--- src/rtl/alu_result_commit.sv ---
// Commit stage for execute-stage ALU results: buffers bundles in a small FIFO,
// retires one per cycle to the GPR write port and merges flagged bits into EFLAGS.
module alu_result_commit #(
   parameter int DEPTH  = 2,
   parameter int DATA_W = 32,
   parameter int REG_W  = 3
) (
   input  logic              clk,
   input  logic              reset,
   input  logic              flush,
   input  logic              in_valid,
   output logic              in_ready,
   input  logic [DATA_W-1:0] in_result,
   input  logic [1:0]        in_opsize,
   input  logic [REG_W-1:0]  in_dest,
   input  logic              in_wr_en,
   input  logic [5:0]        in_set_flags,
   input  logic [5:0]        in_flags,
   output logic              wb_valid,
   input  logic              wb_ready,
   output logic [REG_W-1:0]  wb_dest,
   output logic [DATA_W-1:0] wb_data,
   output logic [3:0]        wb_be,
   output logic [5:0]        eflags,
   output logic              busy
);

   localparam int PTR_W = $clog2(DEPTH);
   localparam int CNT_W = PTR_W + 1;

   function automatic logic [3:0] be_of(input logic [1:0] sz);
      logic [3:0] be;
      case (sz)
         2'd0:    be = 4'b0001;
         2'd1:    be = 4'b0011;
         default: be = 4'b1111;
      endcase
      return be;
   endfunction

   // Unknown mask bits are treated as "do not update".
   function automatic logic [5:0] mask_of(input logic [5:0] m);
      logic [5:0] r;
      for (int i = 0; i < 6; i++) begin
         r[i] = (m[i] === 1'b1);
      end
      return r;
   endfunction

   function automatic logic [5:0] new_flags(input logic [DATA_W-1:0] res,
                                            input logic [1:0] sz,
                                            input logic [5:0] fl);
      logic [5:0] f;
      f = fl;
      case (sz)
         2'd0: begin
            f[3] = (res[7:0] == 8'h00);
            f[4] = res[7];
         end
         2'd1: begin
            f[3] = (res[15:0] == 16'h0000);
            f[4] = res[15];
         end
         default: begin
            f[3] = (res == {DATA_W{1'b0}});
            f[4] = res[DATA_W-1];
         end
      endcase
      return f;
   endfunction

   logic [DATA_W-1:0] result_r [DEPTH];
   logic [1:0]        opsize_r [DEPTH];
   logic [REG_W-1:0]  dest_r   [DEPTH];
   logic              wr_en_r  [DEPTH];
   logic [5:0]        mask_r   [DEPTH];
   logic [5:0]        flags_r  [DEPTH];

   logic [PTR_W-1:0]  wr_ptr_r;
   logic [PTR_W-1:0]  rd_ptr_r;
   logic [CNT_W-1:0]  count_r;
   logic [5:0]        eflags_r;

   logic              head_valid_s;
   logic              enq_s;
   logic              retire_s;
   logic [5:0]        head_mask_s;
   logic [5:0]        head_flags_s;

   assign in_ready     = (count_r < CNT_W'(DEPTH));
   assign head_valid_s = (count_r != {CNT_W{1'b0}});
   assign busy         = head_valid_s;
   assign eflags       = eflags_r;
   assign wb_dest      = dest_r[rd_ptr_r];
   assign wb_data      = result_r[rd_ptr_r];
   assign wb_be        = be_of(opsize_r[rd_ptr_r]);
   assign wb_valid     = head_valid_s & wr_en_r[rd_ptr_r];
   assign head_mask_s  = mask_r[rd_ptr_r];
   assign head_flags_s = new_flags(result_r[rd_ptr_r], opsize_r[rd_ptr_r], flags_r[rd_ptr_r]);

   // Handshake decode: flags-only heads retire without waiting on the register file.
   always_comb begin
      enq_s    = in_valid & in_ready & ~flush;
      retire_s = 1'b0;
      if (head_valid_s) begin
         retire_s = wr_en_r[rd_ptr_r] ? wb_ready : 1'b1;
      end else begin
         retire_s = 1'b0;
      end
   end

   // Entry payload storage; contents are only meaningful while counted.
   always_ff @(posedge clk) begin
      if (enq_s) begin
         result_r[wr_ptr_r] <= in_result;
         opsize_r[wr_ptr_r] <= in_opsize;
         dest_r[wr_ptr_r]   <= in_dest;
         wr_en_r[wr_ptr_r]  <= in_wr_en;
         mask_r[wr_ptr_r]   <= mask_of(in_set_flags);
         flags_r[wr_ptr_r]  <= in_flags;
      end
   end

   // Pointer/count control and architectural flag commit.
   always_ff @(posedge clk) begin
      if (reset) begin
         wr_ptr_r <= {PTR_W{1'b0}};
         rd_ptr_r <= {PTR_W{1'b0}};
         count_r  <= {CNT_W{1'b0}};
         eflags_r <= 6'b000000;
      end else begin
         // A retire coinciding with flush still commits its flags.
         if (retire_s) begin
            eflags_r <= (head_mask_s & head_flags_s) | (~head_mask_s & eflags_r);
         end
         if (flush) begin
            wr_ptr_r <= {PTR_W{1'b0}};
            rd_ptr_r <= {PTR_W{1'b0}};
            count_r  <= {CNT_W{1'b0}};
         end else begin
            if (enq_s) begin
               wr_ptr_r <= wr_ptr_r + PTR_W'(1);
            end
            if (retire_s) begin
               rd_ptr_r <= rd_ptr_r + PTR_W'(1);
            end
            case ({enq_s, retire_s})
               2'b10:   count_r <= count_r + CNT_W'(1);
               2'b01:   count_r <= count_r - CNT_W'(1);
               default: count_r <= count_r;
            endcase
         end
      end
   end

endmodule

--- config.mk ---
export PLATFORM = sky130hd
export DESIGN_NAME = alu_result_commit
export DESIGN_NICKNAME = d
export VERILOG_FILES = /design/src/rtl/alu_result_commit.sv
export SDC_FILE = /design/constraint.sdc
export NUM_CORES = 1
export LEC_CHECK = 0
export ABC_AREA = 0
export BUFFER_PORTS_ARGS = -buffer_cell sky130_fd_sc_hd__buf_2
export CAP_MARGIN = 20
export CORE_MARGIN = 2
export CORE_UTILIZATION = 50
export CTS_CLUSTER_DIAMETER = 60
export DETAILED_ROUTE_END_ITERATION = 12
export PLACE_DENSITY = 0.75
export SYNTH_ARGS = -nofsm -noshare
export SYNTH_HDL_FRONTEND = slang
export SYNTH_SLANG_ARGS = --single-unit
--- constraint.sdc ---
create_clock -name clk -period 5.2 [get_ports clk]
set_clock_uncertainty 0.2 [all_clocks]
set_input_delay 0.26 -clock clk [delete_from_list [all_inputs] [get_ports clk]]
set_output_delay 0.26 -clock clk [all_outputs]
set_load 0.005 [all_outputs]
==> Implementation_results.wiki <==
{| class="wikitable"
! Metric !! Value
|-
| Status || complete, no violations
|-
| DRT Wirelength || 7.809 mm
|-
| Headroom to the max-slew limit || 40.52%
|-
| Fraction of post-synthesis cell area in the top cell type by area || 69.63%
|-
| Starting density of the core || 50.90%
|-
| Fin crit period || 2.926 ns
|-
| Fill cells || 577
|-
| DR vias/cell || 5.117
|-
| Count of port buffers added during placement || 99
|-
| Number of design rule violations left after detail routing || 0
|-
| Flip-flop and latch count after synthesis || 107
|-
| Summed instance area of the synthesized netlist || 4140 sq um
|-
| Maximum number of pins on one net before global-route repair || 32
|-
| Warnings from Yosys || 0
|-
| FMAX || 0.3417 GHz
|-
| Vertical extent of the die || 95.00 microns
|-
| Global placement routability congestion || 0.7038
|-
| Max-cap violations || 0
|-
| Slew @ Worst Pin || 0.8922 ns
|-
| Library cell used as clock root buffer || sky130_fd_sc_hd__clkbuf_8
|-
| Area growth from synthesis to layout || 31.10%
|-
| Vias || 2543
|-
| Static Leak || 0.002007 uW
|-
| Power density normalized to cell area || 302.2 nW/um^2
|-
| Max-slew violations || 0
|-
| Gr ovfl total || 0
|-
| Crit path arrival time || 3.01 ns
|-
| Width of the die || 95.00 microns
|-
| Post-CTS clock slew at the launch and capture registers of the worst setup and hold paths || 0.10 ns
|-
| Finished Core Util || 66.73%
|-
| Endpoint kind of the worst setup timing path || register
|-
| Setup TNS || 0 ns
|-
| CTS tree || yes
|-
| Via count of the first global-routing pass || 2567
|-
| Cell type with the highest aggregate area in the netlist || sky130_fd_sc_hd__edfxtp_1
|-
| Syn Inst Count || 234
|-
| Clock latency of the later-clocked register in the worst-skew pair || 0.37 ns
|-
| Post-synthesis sequential area ratio || 74.95%
|-
| Routed length per instance || 15.71 microns
|-
| CTS-repair resized insts || 0
|-
| Antenna Diode Count || 0
|-
| Layout cell share with drive strength beyond 1 || 39.80%
|-
| Simple logic cell fraction of the synthesized area || 4.775%
|-
| Period utilization || 56.28%
|-
| Synthesized-area fraction occupied by adder cells || 0.3022%
|-
| Synthesized Nets || 290
|-
| HP Class || in -> reg
|-
| GR Util All Layers || 18.64%
|-
| CTS H-tree depth || 3
|-
| Number of antenna violations at the first check in global routing || 0
|-
| Num CTS Buffers || 9
|-
| Core Box Area || 8134 sq um
|-
| Wire length of the first global-routing pass || 12.27 mm
|-
| Setup CP Type || reg -> reg
|-
| Compound-cell area share of the yosys netlist || 3.294%
|-
| Initial DRT Pass Iterations || 4
|-
| Drt first-iter violations || 123
|-
| Dominant combinational cell family by area after synthesis || multiplexers
|-
| Top-Level Pins || 103
|-
| Mean cell area of the mapped netlist || 17.69 sq um
|-
| Multiplexer fraction of the synthesized cell area || 12.96%
|-
| Setup repair after global routing missed its margin || no
|-
| Required time of the critical path || 5.28 ns
|-
| Max IR drop VDD || 192.1 uV
|-
| HPWL after DPL || 5.014 mm
|-
| Detail Route Antenna Nets || 0
|-
| Total count of hold-check failures in the final report || 0
|-
| Site Rows || 33
|-
| Cell variety after synth || 37
|-
| Post-layout net count || 443
|-
| Num Clock Sinks || 107
|-
| XOR/XNOR share of the synthesized area || 1.058%
|-
| Finish-stage setup viols || 0
|-
| Max Root-Sink Buffers || 2
|-
| Synth area leaders || sky130_fd_sc_hd__edfxtp_1 70%, sky130_fd_sc_hd__mux2_2 7.3%, sky130_fd_sc_hd__dfxtp_1 5.3%
|-
| Worst setup SP type || register
|-
| Maximum fanout along the worst path || 31
|-
| Total Die Area || 9024 sq um
|}
-- worst paths after layout --
| kind | cells after the start | slack [ns] | end | from |
|---|---|---|---|---|
| max | 6 | 2.27 | register | register |
| max reg2reg | 6 | 2.27 | register | register |
| min reg2reg | 2 | 0.28 | register | register |
| min | 2 | 0.05 | register | reset |
-- cells in the final DEF (no fill, tap or decap), types with 4 or more instances in the layout --
master                          Yosys  final
sky130_fd_sc_hd__a21oi_1            7      7
sky130_fd_sc_hd__buf_2              3     99
sky130_fd_sc_hd__buf_4              3      4
sky130_fd_sc_hd__clkbuf_8           0      9
sky130_fd_sc_hd__dfxtp_1           11     10
sky130_fd_sc_hd__dlygate4sd3_1      0     49
sky130_fd_sc_hd__edfxtp_1          96     96
sky130_fd_sc_hd__inv_1              6      6
sky130_fd_sc_hd__mux2_2            27     27
sky130_fd_sc_hd__mux2_4             6      6
sky130_fd_sc_hd__mux2i_1           12     12
sky130_fd_sc_hd__nor2_1            11     10
sky130_fd_sc_hd__nor3_1             9      9
sky130_fd_sc_hd__nor4_1             4      4
sky130_fd_sc_hd__o21ai_1            4      4
sky130_fd_sc_hd__or3_1              4      4
-- through the flow --
stage                     hold WS, ns  power, uW  std cells  instance area (sq um)  setup WS [ns]
final                         0.05029       1640        497                   5428          2.274
after global routing          0.06041       1703        497                   5428          2.077
after CTS                     0.04480       1657        497                   5428          2.250
after detailed placement       0.2516       1097        432                   4723          2.271
after global placement         0.2473       1092        432                   4723          2.300
after floorplan                0.1374       1045        234                   4140          1.876
-- worst max-delay path: stages, from the launching register on --
cell                       delay [ns]
sky130_fd_sc_hd__dfxtp_2         0.93
sky130_fd_sc_hd__buf_4           0.44
sky130_fd_sc_hd__mux2_2          0.39
sky130_fd_sc_hd__nor4_1          0.34
sky130_fd_sc_hd__a41o_1          0.23
sky130_fd_sc_hd__nand3b_1        0.10
sky130_fd_sc_hd__o31ai_2         0.18
-- area by class of cell --
class | count | area [sq um] | area share [%]
well taps | 105 | 131.4 | 2.420
clock buffers | 9 | 123.9 | 2.282
clock inverters | 7 | 90.09 | 1.660
inverters | 6 | 22.52 | 0.4149
multi-input cells | 111 | 939.7 | 17.31
flip-flops and latches | 107 | 3104 | 57.19
repair buffers | 152 | 1016 | 18.72
-- flip-flops by register name (all words and copies together), names as in the netlist, named ones only --
| register | cells |
|---|---|
| wr_en_r | 2 |
| mask_r | 12 |
| wr_ptr_r | 1 |
| rd_ptr_r | 1 |
| flags_r | 8 |
| dest_r | 6 |
| opsize_r | 4 |
| result_r | 64 |
| count_r | 2 |
-- cells by family after synthesis --
| family | count (synthesis) |
|---|---|
| flops | 107 |
| mux | 47 |
| simple gates | 36 |
| compound gates | 21 |
| buf+inv | 16 |
| xor+xnor | 5 |
| fa+ha+maj | 1 |
| other cells | 1 |
-- where the power goes --
group / internal (uW) / switching [uW] / total (uW)
logic: 75.1 / 58.8 / 134
registers: 962 / 10.1 / 972
clock network: 271 / 264 / 534
-- cell usage after synthesis --
cell type                  number
sky130_fd_sc_hd__xor2_1         2
sky130_fd_sc_hd__nor2b_1        1
sky130_fd_sc_hd__nor2_1        11
sky130_fd_sc_hd__buf_2          3
sky130_fd_sc_hd__mux2_1         2
sky130_fd_sc_hd__buf_12         1
sky130_fd_sc_hd__nand3b_1       1
sky130_fd_sc_hd__and2_1         1
sky130_fd_sc_hd__nand3_1        1
sky130_fd_sc_hd__nor4_1         4
sky130_fd_sc_hd__mux2i_1       12
sky130_fd_sc_hd__and3_1         1
sky130_fd_sc_hd__inv_1          6
sky130_fd_sc_hd__mux2_2        27
sky130_fd_sc_hd__or3_1          4
sky130_fd_sc_hd__clkbuf_1       1
sky130_fd_sc_hd__conb_1         1
sky130_fd_sc_hd__or4b_1         1
sky130_fd_sc_hd__o211ai_1       1
sky130_fd_sc_hd__a22oi_1        1
sky130_fd_sc_hd__ha_1           1
sky130_fd_sc_hd__buf_4          3
sky130_fd_sc_hd__edfxtp_1      96
sky130_fd_sc_hd__buf_6          2
sky130_fd_sc_hd__dfxtp_1       11
sky130_fd_sc_hd__o31ai_2        1
sky130_fd_sc_hd__o21ai_0        3
sky130_fd_sc_hd__xnor2_1        3
sky130_fd_sc_hd__o41ai_2        1
sky130_fd_sc_hd__or4_1          1
sky130_fd_sc_hd__a41o_1         1
sky130_fd_sc_hd__mux2_4         6
sky130_fd_sc_hd__nor4_2         1
sky130_fd_sc_hd__a21oi_1        7
sky130_fd_sc_hd__o22ai_1        2
sky130_fd_sc_hd__nor3_1         9
sky130_fd_sc_hd__o21ai_1        4
-- timing repair --
item	CTS	global route
hold endpoints to repair	101	0
hold buffers	49	0
buffers inserted	0	0
-- layer usage --
layer / up-vias / global-route usage [%] / wire length, microns
met4: 0 / 8.575 / 155
li1: 1209 / - / -
met3: 13 / 3.990 / 379
met1: 1253 / 21.86 / 3144
met5: - / 0 / 0
met2: 68 / 32.74 / 4129
No activity file was read; power rests on OpenSTA's default activity.
